### config.mk
export PLATFORM = sky130hd
export DESIGN_NAME = mem_port_arbiter_flat
export DESIGN_NICKNAME = d
export VERILOG_FILES = /design/src/rtl/mem_port_arbiter_if.sv /design/src/rtl/mem_port_arbiter.sv /design/src/flat_wrapper.sv
export SDC_FILE = /design/constraint.sdc
export NUM_CORES = 1
export LEC_CHECK = 0
export ABC_AREA = 0
export CORE_MARGIN = 8
export CORE_UTILIZATION = 33
export CTS_BUF_LIST = sky130_fd_sc_hd__clkbuf_4 sky130_fd_sc_hd__clkbuf_8
export CTS_CLUSTER_SIZE = 8
export DETAILED_ROUTE_END_ITERATION = 10
export HOLD_SLACK_MARGIN = 0.15
export PLACE_DENSITY = 0.77
export SLEW_MARGIN = 10
export SYNTH_ARGS = -nofsm -noshare
export SYNTH_HDL_FRONTEND = slang
export SYNTH_SLANG_ARGS = --single-unit
### constraint.sdc
create_clock -name clk -period 3 [get_ports clk]
set_input_delay 0.75 -clock clk [delete_from_list [all_inputs] [get_ports clk]]
set_output_delay 0.75 -clock clk [all_outputs]
set_load 0.02 [all_outputs]
### src/rtl/mem_port_arbiter_if.sv
// Request/response bundle between the pipeline ports, the arbiter and the backing memory.
// The master modport is the arbiter; the slave modport is the datapath plus memory side.
interface mem_port_arbiter_if;
    logic        inst_read;
    logic [31:0] inst_addr;
    logic        inst_resp;
    logic [31:0] inst_rdata;

    logic        data_read;
    logic        data_write;
    logic [3:0]  data_mbe;
    logic [31:0] data_addr;
    logic [31:0] data_wdata;
    logic        data_resp;
    logic [31:0] data_rdata;

    logic        mem_read;
    logic        mem_write;
    logic [3:0]  mem_mbe;
    logic [31:0] mem_addr;
    logic [31:0] mem_wdata;
    logic        mem_resp;
    logic [31:0] mem_rdata;

    modport master (
        input  inst_read, inst_addr,
        input  data_read, data_write, data_mbe, data_addr, data_wdata,
        input  mem_resp, mem_rdata,
        output inst_resp, inst_rdata,
        output data_resp, data_rdata,
        output mem_read, mem_write, mem_mbe, mem_addr, mem_wdata
    );

    modport slave (
        output inst_read, inst_addr,
        output data_read, data_write, data_mbe, data_addr, data_wdata,
        output mem_resp, mem_rdata,
        input  inst_resp, inst_rdata,
        input  data_resp, data_rdata,
        input  mem_read, mem_write, mem_mbe, mem_addr, mem_wdata
    );
endinterface

### src/rtl/mem_port_arbiter.sv
// Round-robin arbiter sharing one backing memory port between instruction fetch and data access.
// A granted request is latched for the whole transaction; a watchdog aborts one that never completes.
module mem_port_arbiter #(
    parameter int unsigned TIMEOUT = 1023,
    parameter int unsigned CNT_W   = 10
) (
    input  logic               clk,
    input  logic               rst,
    mem_port_arbiter_if.master bus,
    output logic               timeout_err
);

    typedef enum logic [1:0] {IDLE, SERVE_I, SERVE_D} state_t;
    typedef enum logic {GRANT_I, GRANT_D} grant_t;

    localparam logic [CNT_W-1:0] WD_LAST = (TIMEOUT == 0) ? '0 : CNT_W'(TIMEOUT - 1);

    state_t            state_q, state_d;
    grant_t            last_grant_q, last_grant_d;
    logic [CNT_W-1:0]  wd_cnt_q, wd_cnt_d;
    logic              timeout_err_q, timeout_err_d;
    logic              mem_read_q, mem_read_d;
    logic              mem_write_q, mem_write_d;
    logic [3:0]        mem_mbe_q, mem_mbe_d;
    logic [31:0]       mem_addr_q, mem_addr_d;
    logic [31:0]       mem_wdata_q, mem_wdata_d;

    logic inst_req;
    logic data_req;
    logic serving;
    logic wd_expire;

    assign inst_req  = bus.inst_read;
    assign data_req  = bus.data_read | bus.data_write;
    assign serving   = (state_q == SERVE_I) || (state_q == SERVE_D);
    // A response landing in the expiry cycle wins over the watchdog.
    assign wd_expire = (TIMEOUT != 0) && serving && !bus.mem_resp && (wd_cnt_q == WD_LAST);

    always_ff @(posedge clk or posedge rst) begin
        if (rst) begin
            state_q       <= IDLE;
            last_grant_q  <= GRANT_D;
            wd_cnt_q      <= '0;
            timeout_err_q <= 1'b0;
            mem_read_q    <= 1'b0;
            mem_write_q   <= 1'b0;
            mem_mbe_q     <= '0;
            mem_addr_q    <= '0;
            mem_wdata_q   <= '0;
        end else begin
            state_q       <= state_d;
            last_grant_q  <= last_grant_d;
            wd_cnt_q      <= wd_cnt_d;
            timeout_err_q <= timeout_err_d;
            mem_read_q    <= mem_read_d;
            mem_write_q   <= mem_write_d;
            mem_mbe_q     <= mem_mbe_d;
            mem_addr_q    <= mem_addr_d;
            mem_wdata_q   <= mem_wdata_d;
        end
    end

    always_comb begin
        state_d       = state_q;
        last_grant_d  = last_grant_q;
        wd_cnt_d      = wd_cnt_q;
        timeout_err_d = timeout_err_q;
        mem_read_d    = mem_read_q;
        mem_write_d   = mem_write_q;
        mem_mbe_d     = mem_mbe_q;
        mem_addr_d    = mem_addr_q;
        mem_wdata_d   = mem_wdata_q;

        case (state_q)
            IDLE: begin
                // On a tie the side that did not win last time gets the port.
                if (inst_req && (!data_req || (last_grant_q == GRANT_D))) begin
                    state_d      = SERVE_I;
                    last_grant_d = GRANT_I;
                    wd_cnt_d     = '0;
                    mem_read_d   = 1'b1;
                    mem_write_d  = 1'b0;
                    mem_mbe_d    = 4'b1111;
                    mem_addr_d   = bus.inst_addr;
                    mem_wdata_d  = '0;
                end else if (data_req) begin
                    state_d      = SERVE_D;
                    last_grant_d = GRANT_D;
                    wd_cnt_d     = '0;
                    mem_read_d   = !bus.data_write;
                    mem_write_d  = bus.data_write;
                    mem_mbe_d    = bus.data_mbe;
                    mem_addr_d   = bus.data_addr;
                    mem_wdata_d  = bus.data_wdata;
                end
            end
            SERVE_I, SERVE_D: begin
                if (bus.mem_resp) begin
                    state_d     = IDLE;
                    mem_read_d  = 1'b0;
                    mem_write_d = 1'b0;
                end else if (wd_expire) begin
                    state_d       = IDLE;
                    mem_read_d    = 1'b0;
                    mem_write_d   = 1'b0;
                    timeout_err_d = 1'b1;
                end else if (wd_cnt_q != '1) begin
                    wd_cnt_d = wd_cnt_q + CNT_W'(1);
                end
            end
            default: begin
                state_d = IDLE;
            end
        endcase
    end

    assign bus.inst_resp  = (state_q == SERVE_I) && bus.mem_resp;
    assign bus.data_resp  = (state_q == SERVE_D) && bus.mem_resp;
    assign bus.inst_rdata = bus.inst_resp ? bus.mem_rdata : '0;
    assign bus.data_rdata = bus.data_resp ? bus.mem_rdata : '0;

    assign bus.mem_read   = mem_read_q;
    assign bus.mem_write  = mem_write_q;
    assign bus.mem_mbe    = mem_mbe_q;
    assign bus.mem_addr   = mem_addr_q;
    assign bus.mem_wdata  = mem_wdata_q;
    assign timeout_err    = timeout_err_q;

endmodule
### src/flat_wrapper.sv
// flat-port wrapper written by rule: the top's interface ports become plain ports
module mem_port_arbiter_flat 
#(
    parameter int unsigned TIMEOUT = 1023,
    parameter int unsigned CNT_W   = 10
)
  (clk, rst, timeout_err, bus_inst_read, bus_inst_addr, bus_data_read, bus_data_write, bus_data_mbe, bus_data_addr, bus_data_wdata, bus_mem_resp, bus_mem_rdata, bus_inst_resp, bus_inst_rdata, bus_data_resp, bus_data_rdata, bus_mem_read, bus_mem_write, bus_mem_mbe, bus_mem_addr, bus_mem_wdata);
  mem_port_arbiter_if bus_i ();
  input  logic clk;
  input  logic rst;
  output logic timeout_err;
  input wire logic [$bits(bus_i.inst_read)-1:0] bus_inst_read;
  input wire logic [$bits(bus_i.inst_addr)-1:0] bus_inst_addr;
  input wire logic [$bits(bus_i.data_read)-1:0] bus_data_read;
  input wire logic [$bits(bus_i.data_write)-1:0] bus_data_write;
  input wire logic [$bits(bus_i.data_mbe)-1:0] bus_data_mbe;
  input wire logic [$bits(bus_i.data_addr)-1:0] bus_data_addr;
  input wire logic [$bits(bus_i.data_wdata)-1:0] bus_data_wdata;
  input wire logic [$bits(bus_i.mem_resp)-1:0] bus_mem_resp;
  input wire logic [$bits(bus_i.mem_rdata)-1:0] bus_mem_rdata;
  output wire logic [$bits(bus_i.inst_resp)-1:0] bus_inst_resp;
  output wire logic [$bits(bus_i.inst_rdata)-1:0] bus_inst_rdata;
  output wire logic [$bits(bus_i.data_resp)-1:0] bus_data_resp;
  output wire logic [$bits(bus_i.data_rdata)-1:0] bus_data_rdata;
  output wire logic [$bits(bus_i.mem_read)-1:0] bus_mem_read;
  output wire logic [$bits(bus_i.mem_write)-1:0] bus_mem_write;
  output wire logic [$bits(bus_i.mem_mbe)-1:0] bus_mem_mbe;
  output wire logic [$bits(bus_i.mem_addr)-1:0] bus_mem_addr;
  output wire logic [$bits(bus_i.mem_wdata)-1:0] bus_mem_wdata;
  assign bus_i.inst_read = bus_inst_read;
  assign bus_i.inst_addr = bus_inst_addr;
  assign bus_i.data_read = bus_data_read;
  assign bus_i.data_write = bus_data_write;
  assign bus_i.data_mbe = bus_data_mbe;
  assign bus_i.data_addr = bus_data_addr;
  assign bus_i.data_wdata = bus_data_wdata;
  assign bus_i.mem_resp = bus_mem_resp;
  assign bus_i.mem_rdata = bus_mem_rdata;
  assign bus_inst_resp = bus_i.inst_resp;
  assign bus_inst_rdata = bus_i.inst_rdata;
  assign bus_data_resp = bus_i.data_resp;
  assign bus_data_rdata = bus_i.data_rdata;
  assign bus_mem_read = bus_i.mem_read;
  assign bus_mem_write = bus_i.mem_write;
  assign bus_mem_mbe = bus_i.mem_mbe;
  assign bus_mem_addr = bus_i.mem_addr;
  assign bus_mem_wdata = bus_i.mem_wdata;
  mem_port_arbiter #(.TIMEOUT(TIMEOUT), .CNT_W(CNT_W)) u_core (.clk(clk), .rst(rst), .bus(bus_i), .timeout_err(timeout_err));
endmodule
## Word-level counts from Yosys, hierarchy flattened

Cells that the tools add are included.
W data, S select, Z words.

- Register bits after elaboration: 84
- Output and inout bits: 137

- Add/sub/neg operators: 1
- Eq/ne operators: 9
- Mux-type cells: 29
- Bitwise gates (word level): 2
- Reductions and logical operators: 19

Operators with widths:

| operator | number |
|---|---|
| $mux W32 | 6 |
| $mux W10 | 5 |
| $pmux W10 S2 | 1 |
| $add A10 B1 Y10 const B | 1 |
| $eq A10 B10 Y1 const B | 1 |
| $ne A10 B10 Y1 const B | 1 |
| $mux W1 | 8 |
| $mux W2 | 4 |
| $mux W4 | 2 |
| $reduce_and A3 Y1 | 2 |
| $logic_and A1 B1 Y1 | 5 |
| $reduce_and A5 Y1 | 1 |
| $ne A2 B2 Y1 const B | 2 |
| $pmux W1 S2 | 2 |
| $pmux W2 S2 | 1 |
| $reduce_and A2 Y1 | 2 |
| $reduce_bool A2 Y1 | 2 |
| $logic_not A1 Y1 | 3 |
| $ne A3 B1 Y1 const B | 1 |
| $ne A3 B2 Y1 const B | 1 |
| $eq A2 B1 Y1 const B | 1 |
| $eq A2 B2 Y1 const B | 1 |
| $logic_not A2 Y1 | 1 |
| $logic_or A1 B1 Y1 | 2 |
| other kinds (4) | 4 |

## Longest topological paths before layout

- Depth after elaboration: 7
- Depth in mapped cells: 7
- Mapped depth without buffers: 6

## Worst setup path after synthesis

OpenSTA, ideal clock, no wires.

- Kind: input-to-output
- Start: input bus_mem_resp
- End: output bus_data_rdata[31]
- Arrival time: 1.461 ns
- Required time: 2.250 ns
- Path slack: 0.789 ns
- Stages on the path: 3
- Buffers on the path: 2
- Cells stage by stage: clkbuf_1 -> clkbuf_1 -> and3_1

- Word-level cells in the longest chain between the ends: 2

Ends and longest elaborated chain:

| element | RTL line | text |
|---|---|---|
| start: declaration | flat_wrapper.sv:19 | `input wire logic [$bits(bus_i.mem_resp)-1:0] bus_mem_resp;` |
| $logic_and A1 B1 Y1 | mem_port_arbiter.sv:118 | `assign bus.data_resp = (state_q == SERVE_D) && bus.mem_resp;` |
| $mux W32 | mem_port_arbiter.sv:120 | `assign bus.data_rdata = bus.data_resp ? bus.mem_rdata : '0;` |
| end: declaration | flat_wrapper.sv:24 | `output wire logic [$bits(bus_i.data_rdata)-1:0] bus_data_rdata;` |

Every way passes these cells.

## Worst setup path after layout

- Start: register u_core.state_q[0]
- End: output bus_data_resp

- Word-level cells in the longest chain between the ends: 2

Ends and longest elaborated chain:

| element | RTL line | text |
|---|---|---|
| start: declaration | mem_port_arbiter.sv:18 | `state_t state_q, state_d;` |
| start signal: assignment | mem_port_arbiter.sv:51 | `state_q <= state_d;` |
| $eq A2 B2 Y1 | mem_port_arbiter.sv:118 |  |
| $logic_and A1 B1 Y1 | mem_port_arbiter.sv:118 |  |
| end: declaration | flat_wrapper.sv:23 | `output wire logic [$bits(bus_i.data_resp)-1:0] bus_data_resp;` |

Every way passes these cells.

==> metrics.txt <==
# TYPE chip_impl_metric gauge
chip_impl_info{name="outcome",value="complete, no violations"} 1
chip_impl_metric{name="sequentialPowerShare",unit="%"} 28.1
chip_impl_metric{name="clock-sinks",unit=""} 84
chip_impl_metric{name="critical_path_depth",unit=""} 5
chip_impl_info{name="unrepaired_setup_endpoints_after_global_routing",value="false"} 1
chip_impl_info{name="cts.root.buffer_cell",value="sky130_fd_sc_hd__clkbuf_8"} 1
chip_impl_metric{name="route.detailed.wl_per_inst",unit="um"} 19.8
chip_impl_metric{name="n_antenna_cell",unit=""} 0
chip_impl_metric{name="placement.setup.worst_slack",unit="ns"} -0.0900
chip_impl_metric{name="worstRegToRegCells",unit=""} 6
chip_impl_info{name="synth_flop_cell",value="sky130_fd_sc_hd__dfrtp_1"} 1
chip_impl_metric{name="number_of_buffers_on_the_longest_clock_path",unit=""} 2
chip_impl_metric{name="synthDistinctLibCells",unit=""} 47
chip_impl_metric{name="area.growth.synth_to_final",unit="%"} 74.7
chip_impl_info{name="synthTopCellsByCount",value="83 x sky130_fd_sc_hd__dfrtp_1, 66 x sky130_fd_sc_hd__and3_1, 37 x sky130_fd_sc_hd__a22o_1, 37 x sky130_fd_sc_hd__inv_1, 32 x sky130_fd_sc_hd__a222oi_1"} 1
chip_impl_metric{name="cp.required",unit="ns"} 2.25
chip_impl_metric{name="worst-path-max-fanout",unit=""} 33
chip_impl_metric{name="grt_overflow_total",unit=""} 0
chip_impl_metric{name="finalHoldViolCount",unit=""} 0
chip_impl_metric{name="hold-worst-slack",unit="ns"} 0.479
chip_impl_metric{name="post-cts-setup-buffer-count",unit=""} 0
chip_impl_metric{name="horiz_die_dim",unit="um"} 128
chip_impl_metric{name="fmax",unit="MHz"} 361
chip_impl_metric{name="io_pins",unit=""} 275
chip_impl_metric{name="dpl.cell_count",unit=""} 791
chip_impl_metric{name="crit_path_time_final",unit="ns"} 2.77
chip_impl_metric{name="combinationalPowerShare",unit="%"} 57.4
chip_impl_metric{name="finalNonFillerCells",unit=""} 808
chip_impl_metric{name="worstSkewPairLatency",unit="ns"} 0.35
chip_impl_metric{name="starting_drt_drc_count",unit=""} 260
chip_impl_info{name="crit_slowest_cell",value="sky130_fd_sc_hd__clkdlybuf4s50_1"} 1
chip_impl_metric{name="ir_drop",unit="mV"} 0.615
chip_impl_info{name="cp-start-kind",value="flop"} 1
chip_impl_metric{name="rows",unit=""} 41
chip_impl_metric{name="critical-path-max-stage-delay",unit="ns"} 0.60
chip_impl_metric{name="pre_antenna_drt_iters",unit=""} 6
chip_impl_metric{name="max_cap_viol_count",unit=""} 0
chip_impl_metric{name="fin_total_pwr",unit="mW"} 6.71
chip_impl_info{name="tritoncts",value="yes"} 1
chip_impl_metric{name="setup-tns-final",unit="ns"} 0
chip_impl_info{name="timing.setup.critical_path_class",value="flop to output port"} 1
chip_impl_metric{name="post_route_utilization",unit="%"} 57.9
chip_impl_metric{name="drive_above_1_share",unit="%"} 7.23
chip_impl_metric{name="grt_first_pass_wirelength",unit="mm"} 24.0
chip_impl_metric{name="grt_antenna_before_repair",unit=""} 0
chip_impl_metric{name="worstPathArrival",unit="ns"} 2.02
chip_impl_metric{name="start_util",unit="%"} 33.2
chip_impl_info{name="synth.largest_area_cell",value="sky130_fd_sc_hd__dfrtp_1"} 1
chip_impl_info{name="synth_most_common_cell",value="sky130_fd_sc_hd__dfrtp_1"} 1
chip_impl_metric{name="synthArstFlopShare",unit="%"} 100
chip_impl_metric{name="setup_ws",unit="ns"} 0.226
chip_impl_metric{name="wirelength",unit="mm"} 16.0
chip_impl_metric{name="syn-instance-count",unit=""} 369
chip_impl_info{name="critPathCapture",value="bus_data_resp"} 1
chip_impl_info{name="regToRegEndpoint",value="u_core.bus.mem_addr[11]"} 1
chip_impl_metric{name="power.share.switching",unit="%"} 41.5
chip_impl_metric{name="synth_enable_flop_cells",unit=""} 0
chip_impl_metric{name="place_hpwl",unit="mm"} 12.6
chip_impl_metric{name="maxSlewViolCount",unit=""} 0
chip_impl_metric{name="post_synth_instance_area",unit="sq um"} 4120
chip_impl_metric{name="p_clk_share",unit="%"} 14.5
chip_impl_metric{name="synth_largest_type_area_fraction",unit="%"} 50.5
chip_impl_metric{name="synth_fp_nets",unit=""} 513
chip_impl_metric{name="final_net_count",unit=""} 775
chip_impl_metric{name="layout.cell_area.non_filler",unit="sq um"} 7190
chip_impl_metric{name="ant_nets",unit=""} 0
chip_impl_info{name="launch_point_of_the_worst_path",value="u_core.state_q[0]"} 1
chip_impl_info{name="cpLargestDelayFamily",value="buffers and inverters"} 1
chip_impl_metric{name="synth-seq-cells",unit=""} 84
chip_impl_metric{name="clock-skew-final",unit="ns"} 0.00990
chip_impl_metric{name="internal_power",unit="mW"} 3.92
chip_impl_metric{name="clk_transition_reported_paths",unit="ns"} 0.08
chip_impl_metric{name="power_per_cell_area",unit="nW/um^2"} 933
chip_impl_info{name="hold_path_class",value="flop to flop"} 1
chip_impl_info{name="cp-end-kind",value="output port"} 1
chip_impl_metric{name="fp.coreArea",unit="sq um"} 12400
chip_impl_info{name="synth.area.top_cells",value="sky130_fd_sc_hd__dfrtp_1 50%, sky130_fd_sc_hd__and3_1 10%, sky130_fd_sc_hd__a22o_1 7.9%"} 1
chip_impl_info{name="reg2reg_from",value="u_core.state_q[0]"} 1
chip_impl_metric{name="place.gp.congestion",unit=""} 0.830
chip_impl_metric{name="p_sw",unit="mW"} 2.79
chip_impl_metric{name="cellLeakagePower",unit="nW"} 3.64
chip_impl_metric{name="vias_per_cell",unit=""} 5.19
chip_impl_metric{name="cp.buffers_inverters",unit=""} 3
chip_impl_metric{name="htreeDepth",unit=""} 3
chip_impl_metric{name="drt_drc_violations_left",unit=""} 0
chip_impl_metric{name="synthesis.area_per_instance",unit="sq um"} 11.2
chip_impl_info{name="cell_chain_critical_path",value="inv_1 > ha_1 > buf_4 > and2_1 > clkdlybuf4s50_1"} 1
chip_impl_metric{name="cts_made_buffers",unit=""} 9
chip_impl_metric{name="grt_max_degree",unit=""} 68
chip_impl_metric{name="final-setup-viol-count",unit=""} 0
chip_impl_metric{name="worst_pin_slew",unit="ns"} 0.582
chip_impl_metric{name="grt_pass1_vias",unit=""} 4307
chip_impl_metric{name="timing.max_slew.rel_slack",unit="%"} 61.2
chip_impl_metric{name="synth-seq-area-share",unit="%"} 51.1
chip_impl_metric{name="final.period_utilization",unit="%"} 92.5
chip_impl_metric{name="ys.warnings.count",unit=""} 0
chip_impl_metric{name="die_area",unit="sq um"} 16300
chip_impl_metric{name="reg2reg_slack",unit="ns"} 0.81
chip_impl_metric{name="fp.dieH",unit="um"} 128
chip_impl_metric{name="placed_area",unit="sq um"} 7000
chip_impl_metric{name="num_vias",unit=""} 4192
chip_impl_metric{name="port_buffers",unit=""} 274
chip_impl_metric{name="gr-usage-all-layers",unit="%"} 18.7
[layout by cell type, fill, tap and decap left out, types with 2 or more instances in the layout]
| cell | synthesis | final |
|---|---|---|
| sky130_fd_sc_hd__clkbuf_8 | 0 | 9 |
| sky130_fd_sc_hd__nand3_1 | 3 | 3 |
| sky130_fd_sc_hd__a21oi_1 | 4 | 4 |
| sky130_fd_sc_hd__nand4_1 | 3 | 3 |
| sky130_fd_sc_hd__and2_1 | 3 | 3 |
| sky130_fd_sc_hd__o21ai_1 | 2 | 2 |
| sky130_fd_sc_hd__a22o_1 | 37 | 37 |
| sky130_fd_sc_hd__buf_12 | 0 | 4 |
| sky130_fd_sc_hd__and4_1 | 2 | 2 |
| sky130_fd_sc_hd__clkdlybuf4s50_1 | 0 | 208 |
| sky130_fd_sc_hd__dlygate4sd2_1 | 0 | 60 |
| sky130_fd_sc_hd__inv_1 | 37 | 36 |
| sky130_fd_sc_hd__bufinv_16 | 0 | 3 |
| sky130_fd_sc_hd__o31ai_1 | 9 | 9 |
| sky130_fd_sc_hd__dfrtp_1 | 83 | 83 |
| sky130_fd_sc_hd__ha_1 | 6 | 6 |
| sky130_fd_sc_hd__and3_1 | 66 | 66 |
| sky130_fd_sc_hd__clkinv_4 | 0 | 2 |
| sky130_fd_sc_hd__a222oi_1 | 32 | 32 |
| sky130_fd_sc_hd__buf_4 | 5 | 12 |
| sky130_fd_sc_hd__nor2b_1 | 2 | 2 |
| sky130_fd_sc_hd__o21ai_0 | 5 | 5 |
| sky130_fd_sc_hd__nand2_1 | 8 | 8 |
| sky130_fd_sc_hd__o22a_1 | 4 | 4 |
| sky130_fd_sc_hd__nor2_1 | 3 | 3 |
| sky130_fd_sc_hd__clkinv_2 | 0 | 2 |
[worst min-delay path by stage]
stage | from | endpoint | slack (ns) | depth (start not counted)
after floorplan | u_core.last_grant_q | u_core.last_grant_q | 0.45 | 2
after global placement | u_core.last_grant_q | u_core.last_grant_q | 0.46 | 2
after detailed placement | u_core.timeout_err | u_core.timeout_err | 0.46 | 1
after CTS | u_core.timeout_err | u_core.timeout_err | 0.48 | 1
after global routing | u_core.timeout_err | u_core.timeout_err | 0.51 | 1
final | u_core.last_grant_q | u_core.last_grant_q | 0.48 | 2
[metal layers]
layer | wire [um] | up-vias | track usage, %
li1 | - | 1933 | -
met1 | 5840 | 2015 | 19.8
met2 | 7980 | 221 | 32.9
met3 | 1830 | 23 | 8.03
met4 | 344 | 0 | 5.87
met5 | 0 | - | 0
[power groups by stage]
stage	logic [mW]	registers, mW	clock network (mW)
floorplan	1.76	2.39	0
global placement	3.87	1.88	0
detailed placement	3.96	1.89	0
CTS	3.89	1.88	1.00
global route	4.13	1.94	1.05
finish	3.85	1.88	0.971
[registers in the layout, summed over array words and instances (netlist names)]
register and cells:
u_core.bus.mem_addr 32, u_core.bus.mem_wdata 32, u_core.wd_cnt_q 10, u_core.bus.mem_mbe 4, u_core.state_q 2, u_core.bus.mem_read 1
u_core.bus.mem_write 1, u_core.last_grant_q 1, u_core.timeout_err 1
[worst register-to-register path, cell delays in order (launching register included)]
cell,delay [ns]
sky130_fd_sc_hd__dfrtp_1,0.43
sky130_fd_sc_hd__inv_1,0.10
sky130_fd_sc_hd__ha_1,0.44
sky130_fd_sc_hd__o211a_1,0.61
sky130_fd_sc_hd__buf_4,0.37
sky130_fd_sc_hd__a222oi_1,0.11
sky130_fd_sc_hd__inv_1,0.08
[layout make-up]
| type | count | area [sq um] |
|---|---|---|
| Tap cell | 172 | 215 |
| Multi-Input combinational cell | 212 | 1670 |
| Clock inverter | 6 | 113 |
| Inverter | 38 | 144 |
| Sequential cell | 84 | 2100 |
| Timing Repair Buffer | 286 | 2820 |
| Clock buffer | 10 | 131 |
| Fill cell | 1070 | 5220 |
[logic make-up after synthesis]
| family | count (synthesis) | synth area share, % |
|---|---|---|
| flip-flops | 84 | 51.1 |
| buffers and inverters | 73 | 8.36 |
| adder cells (fa/ha/maj) | 6 | 1.82 |
| AO/OA/AOI/OAI | 108 | 23.7 |
| AND/OR/NAND/NOR | 98 | 15.0 |
[what timing repair did]
action / in CTS / in global routing
cloned: 0 / 1
endpoints found under the hold margin: 0 / 0
endpoints found under the setup margin: 60 / 1
hold buffers: 0 / 0
resized for setup: 60 / 1
Note: power is estimated with default switching activity, not from simulation.
==> patch 1 (same flow settings) <==
`mem_wdata_q` no longer has a reset.
--- a/src/rtl/mem_port_arbiter.sv
+++ b/src/rtl/mem_port_arbiter.sv
@@ -48,3 +48,2 @@
             mem_addr_q    <= '0;
-            mem_wdata_q   <= '0;
         end else begin
@@ -58,4 +57,7 @@
             mem_addr_q    <= mem_addr_d;
-            mem_wdata_q   <= mem_wdata_d;
         end
+    end
+
+    always_ff @(posedge clk) begin
+        mem_wdata_q <= mem_wdata_d;
     end
Formal check against the unedited RTL: not equivalent (a bounded check fails within 4 cycles, from zero or initial values and one cycle with rst high).
==> patch 1 against the unedited design <==
First-iteration DRC count grew 14%. Count of clock-buffer cells in the layout shrank 1. Hold slack gained 0.0087 ns. Maximum frequency shrank 0.41%. Setup slack lost 0.012 ns. Routed wire length shrank 3.7%. Synthesized area grew 0.91%. Cell count grew 4.5%. Combinational power shrank 16%. Power shrank 11%. Sequential power grew 3%. Final area grew 0.26%. Sequential cell count is the same. Critical path type is now primary input to output pin.
==> patch 1: results (changes against the unedited design) <==
- GRT overflow: 0 (unchanged)
- Clock Latency Late Sink: 0.37 ns (was 0.35 ns)
- Post-synth EDFFs: 32 (was 0)
- Min-Delay Path Class: flop to flop (unchanged)
- GRT met1 Usage: 19.67% (was 19.76%)
- Initial antenna violation count: 0 (unchanged)
- Netlist cell types: 46 (was 47)
- Synth Area in Adders: 1.807% (was 1.824%)
- Filler Cell Count: 1076 (was 1070)
- Outcome: finished, final reports clean (unchanged)
- Xor/xnor share of the synthesized area: 0% (unchanged)
- Post-synthesis compound-gate area fraction: 18.01% (was 23.68%)
- 1st-pass router iterations: 4 (was 6)
- PostCTS Resize Cnt: 64 (was 60)
- Clock Skew: 0.007850 ns (was 0.009897 ns)
- Total Routing Usage GR: 18.23% (was 18.69%)
- Critical Path Fanout Max: 54 (was 33)
- Post-Syn Nets: 544 (was 513)
- Post-synth top cells: 65 x and3_1, 51 x dfrtp_1, 39 x nand2_1, 36 x and2_1, 33 x a22oi_1 (was 83 x dfrtp_1, 66 x and3_1, 37 x a22o_1, 37 x inv_1, 32 x a222oi_1)
- GRT met2 Usage: 31.75% (was 32.94%)
- Synth async-reset ratio: 61.90% (was 100.0%)
- Nets: 811 (was 775)
- H-Tree Depth: 3 (unchanged)
- Primary FF master, synth: dfrtp_1 (unchanged)
- Leakage: 3.374 nW (was 3.640 nW)
- Reg2reg path depth: 5 (was 6)
- GP Congestion: 0.7706 (was 0.8300)
- Setup slack at placement: -0.08497 ns (was -0.08997 ns)
- Number of synthesis warnings: 0 (unchanged)
- Routed Wire Length: 15400 um (was 15990 um)
- Port Buffers: 274 (unchanged)
- WHS Path Cells: 2 (unchanged)
- CTS clk-pin slew, worst paths: approximately 0.09 ns
- Synth top area cells: dfrtp_1 31%, edfxtp_1 23%, and3_1 9.8%, a22oi_1 6.0%, and2_1 5.4% (was dfrtp_1 50%, and3_1 10%, a22o_1 7.9%, a222oi_1 7.8%, inv_1 3.4%)
- Post CTS Setup Buffer Count: 0 (unchanged)
- Met3 usage: 7.196% (was 8.028%)
- Largest net degree at the start of global routing: 55 (was 68)
- Worst-margin pin slew: 0.9576 ns (was 0.5817 ns)
- Post-DP HPWL: 12190 um (was 12550 um)
- Bufs on Longest Clock Path: 2 (unchanged)
- VDD IR max: 514.6 uV (was 615.3 uV)
- Layout cell share with drive strength beyond 1: 5.804% (was 7.233%)
- Worst endpoint data arrival time: 2.04 ns (was 2.02 ns)
- Register area share after synthesis: 54.49% (was 51.09%)
- TritonCTS Buffers: 9 (unchanged)
- Global-route wire length before repair: 23500 um (was 23960 um)
- N_diodes: 0 (unchanged)
- Mux cell area share after synthesis: 0% (unchanged)
- Root Driver: clkbuf_8 (unchanged)
- DR iter-0 viols: 296 (was 260)
- Via count: 4180 (was 4192)
[patch 1: cell count changes in the layout (fill, tap and decap cells not counted), sizes merged, moves of 3 or more]
cell         before  now
dfrtp            83   51
o21ai             7   38
a22o             37    2
inv              37   10
o21a              0    3
nand2             8   39
and2              3   36
a222oi           32    0
dlygate4sd2      60   64
bufinv            3    0
edfxtp            0   32
a22oi             0   33
[patch 1: layout make-up]
type                    count  area, um^2  share of cell area, %
repair buffers            288        2780                  38.56
flip-flops and latches     84        2263                  31.39
multi-input cells         277        1744                  24.19
well taps                 172       215.2                  2.985
clock buffers               9       123.9                  1.718
clock inverters             7       57.56                 0.7982
inverters                   7       26.28                 0.3644
[patch 1: where the power goes]
part / total, mW / switching (mW) / internal, mW / leakage, nW
Combinational: 3.24 / 1.85 / 1.39 / 2.31
Clock: 0.770 / 0.458 / 0.312 / 0.0898
Sequential: 1.93 / 0.214 / 1.72 / 0.974
[patch 1: per-layer routing]
layer	vias up	routed length, um
met4	0	276
met2	203	7738
li1	1999	-
met3	20	1588
met5	-	0
met1	1958	5795
[patch 1: logic make-up after synthesis]
kind of cell,count (synthesis)
fa+ha+maj,6
compound gates,109
simple gates,162
flops,84
buf+inv,39
[patch 1: final timing paths]
path	startpoint	to	slack (ns)
setup reg to reg	u_core.state_q[1]$_DFFE_PP0P_	u_core.wd_cnt_q[5]$_DFFE_PP0P_	0.82
setup / recovery	bus_mem_resp	bus_inst_rdata[1]	0.21
max in group asynchronous	rst	u_core.bus.mem_addr[6]$_DFFE_PP0P_	1.47
min in group asynchronous	rst	u_core.bus.mem_addr[16]$_DFFE_PP0P_	0.85
hold reg to reg	u_core.bus.mem_addr[15]$_DFFE_PP0P_	u_core.bus.mem_addr[15]$_DFFE_PP0P_	0.49
hold / removal	u_core.bus.mem_addr[15]$_DFFE_PP0P_	u_core.bus.mem_addr[15]$_DFFE_PP0P_	0.49
[patch 1: critical path, cell delays in order]
cell             delay [ns]
clkdlybuf4s50_1        0.53
buf_12                 0.21
and3_1                 0.18
dlygate4sd2_1          0.36
[patch 1: through the flow]
step / util, % / cell area, um^2 / setup TNS [ns] / cells / power (mW)
floorplan: - / 4154 / 0 / 400 / 3.682
global route: 57.84 / 7211 / 0 / 844 / 6.334
detailed placement: 57.01 / 7107 / -1.479 / 828 / 5.329
CTS: 57.82 / 7208 / 0 / 844 / 6.038
global placement: 57.01 / 7107 / -0.1085 / 828 / 5.227
finish: 57.84 / 7211 / 0 / 844 / 5.948
==> patch 2 (same settings) <==
Made on the original files. `CNT_W` is set to 10 in 2 places; all go to 14.
--- a/src/rtl/mem_port_arbiter.sv
+++ b/src/rtl/mem_port_arbiter.sv
@@ -4,3 +4,3 @@
     parameter int unsigned TIMEOUT = 1023,
-    parameter int unsigned CNT_W   = 10
+    parameter int unsigned CNT_W   = 14
 ) (
--- a/src/flat_wrapper.sv
+++ b/src/flat_wrapper.sv
@@ -4,3 +4,3 @@
     parameter int unsigned TIMEOUT = 1023,
-    parameter int unsigned CNT_W   = 10
+    parameter int unsigned CNT_W   = 14
 )
Function: no difference found for any inputs over 4 cycles, from zero or initial values and one cycle with rst high; that may be too few to reach the edited logic, so the function may still have changed.
==> patch 2 against the unedited design <==
Count of clock-buffer cells in the layout shrank 1. Setup slack lost 0.013 ns. Sequential cell count grew 4. Synthesized area grew 6.4%. Die area grew 5.6%. Hold slack gained 0.010 ns. Sequential power grew 4%. Routed wire length grew 11%. Cell count grew 6.6%. Final area grew 3.1%. First-iteration DRC count grew 68%. Power shrank 0.34%. Register-to-register slack gained 0.02 ns. Highest routed layer unchanged.
==> patch 2: results (changes against the unedited design) <==
- H-Tree Depth: 3 (unchanged)
- 1st-pass router iterations: 9 (was 6)
- Global-route wire length before repair: 28010 um (was 23960 um)
- Comb_multi_in: 250 (was 212)
- Area post-placement: 7310 um^2 (was 6995 um^2)
- Synth Area in Adders: 1.714% (was 1.824%)
- Post-synthesis compound-gate area fraction: 21.89% (was 23.68%)
- DRC violations left: 0 (unchanged)
- Routed vias/inst: 5.323 (was 5.188)
- Root Driver: clkbuf_8 (unchanged)
- Largest net degree at the start of global routing: 89 (was 68)
- N_diodes: 0 (unchanged)
- Min-Delay Path Class: flop to flop (unchanged)
- Filler Cell Count: 1157 (was 1070)
- Clock buffers: 9 (was 10)
- Worst-margin pin slew: 0.5812 ns (was 0.5817 ns)
- Internal reg-to-reg setup slack: 0.83 ns (was 0.81 ns)
- PostCTS Resize Cnt: 65 (was 60)
- Buffering overhead: 37.74% (was 39.14%)
- Port Buffers: 274 (unchanged)
- Post-synth top cells: 87 x dfrtp_1, 65 x and3_1, 44 x inv_1, 34 x a22o_1, 32 x a222oi_1 (was 83 x dfrtp_1, 66 x and3_1, 37 x a22o_1, 37 x inv_1, 32 x a222oi_1)
- VDD IR max: 521.4 uV (was 615.3 uV)
- Initial antenna violation count: 0 (unchanged)
- Layout cell share with drive strength beyond 1: 5.401% (was 7.233%)
- Post-Syn Nets: 561 (was 513)
- Nonclk inv count: 44 (was 38)
- Routed Wire Length: 17710 um (was 15990 um)
- Xor/xnor share of the synthesized area: 0% (unchanged)
- Critical Path Fanout Max: 67 (was 33)
- Leakage: 3.691 nW (was 3.640 nW)
- CTS clk-pin slew, worst paths: 0.10 ns (was 0.08 ns)
- Post CTS Setup Buffer Count: 0 (unchanged)
- Nets: 824 (was 775)
- Vias in the first global route: 4848 (was 4307)
- Clock Latency Late Sink: 0.36 ns
- Post-DP HPWL: 13490 um (was 12550 um)
- Signal buffers: 287 (was 286)
- GP Congestion: 0.9182 (was 0.8300)
- DR iter-0 viols: 436 (was 260)
- Synth top area cells: dfrtp_1 50%, and3_1 9.3%, a222oi_1 7.3%, a22o_1 6.8%, inv_1 3.8% (was dfrtp_1 50%, and3_1 10%, a22o_1 7.9%, a222oi_1 7.8%, inv_1 3.4%)
- Clk cell area share: 2.513% (was 3.392%)
- Outcome: finished, final reports clean (unchanged)
- Yosys reg bits: 88 (was 84)
- Bufs on Longest Clock Path: 2 (unchanged)
- Netlist cell types: 48 (was 47)
- Mux cell area share after synthesis: 0.2286% (was 0%)
- Register area share after synthesis: 50.31% (was 51.09%)
- Fraction of area in registers: 29.71% (was 29.24%)
- Total Routing Usage GR: 19.90% (was 18.69%)
- Mapped Avg Cell Area: 10.50 um^2 (was 11.16 um^2)
- Multi-input combinational area share: 24.80% (was 23.23%)
- Clock Skew: 0.009537 ns (was 0.009897 ns)
- Core Rows: 42 (was 41)
- Synth async-reset ratio: 100.0% (unchanged)
- Pwr/cell area: 901.6 nW/um^2 (was 932.9 nW/um^2)
- Number of synthesis warnings: 0 (unchanged)
- Dpl cells: 845 (was 791)
- Final Non-Filler Cells: 861 (was 808)
[patch 2: path summary, 6_finish.rpt]
path / from / end / depth (start not counted)
min in group asynchronous: rst / u_core.bus.mem_addr[15]$_DFFE_PP0P_ / 3
max reg2reg: u_core.state_q[0]$_DFFE_PP0P_ / u_core.bus.mem_wdata[10]$_DFFE_PP0P_ / 5
max: bus_mem_resp / bus_data_rdata[19] / 4
min: u_core.timeout_err$_DFFE_PP0P_ / u_core.timeout_err$_DFFE_PP0P_ / 2
min reg2reg: u_core.timeout_err$_DFFE_PP0P_ / u_core.timeout_err$_DFFE_PP0P_ / 2
max in group asynchronous: rst / u_core.last_grant_q$_DFFE_PP1P_ / 3
[patch 2: kinds of logic after synthesis]
logic type / count (synthesis)
compound gates: 113
mux: 1
simple gates: 130
flops: 88
buf+inv: 79
fa+ha+maj: 6
[patch 2: through the flow]
stage	TNS, ns	hold WS (ns)	worst slack, ns	total power, mW
final	0	0.4893	0.2136	6.687
after global routing	0	0.5197	0.1381	7.078
after detailed placement	-1.635	0.4743	-0.05461	5.999
after global placement	-0.8104	0.4615	-0.05594	5.860
after floorplan	0	0.4945	0.8027	4.133
after CTS	0	0.4986	0.005460	6.733
[patch 2: metal layers]
metal / wire [um] / track usage [%]
met5: 0 / 0
met1: 6899 / 22.94
met3: 911 / 4.078
met2: 9701 / 36.65
met4: 201 / 4.842
[patch 2: power by group]
part / internal [mW] / leakage (nW) / switching, mW
Clock: 0.321 / 0.0931 / 0.483
Sequential: 1.66 / 1.11 / 0.298
Combinational: 1.76 / 2.49 / 2.16
Total: 3.74 / 3.69 / 2.94
[patch 2: critical path, stage by stage]
cell             delay (ns)
clkdlybuf4s50_1        0.50
buf_12                 0.23
and3_1                 0.20
dlygate4sd2_1          0.34
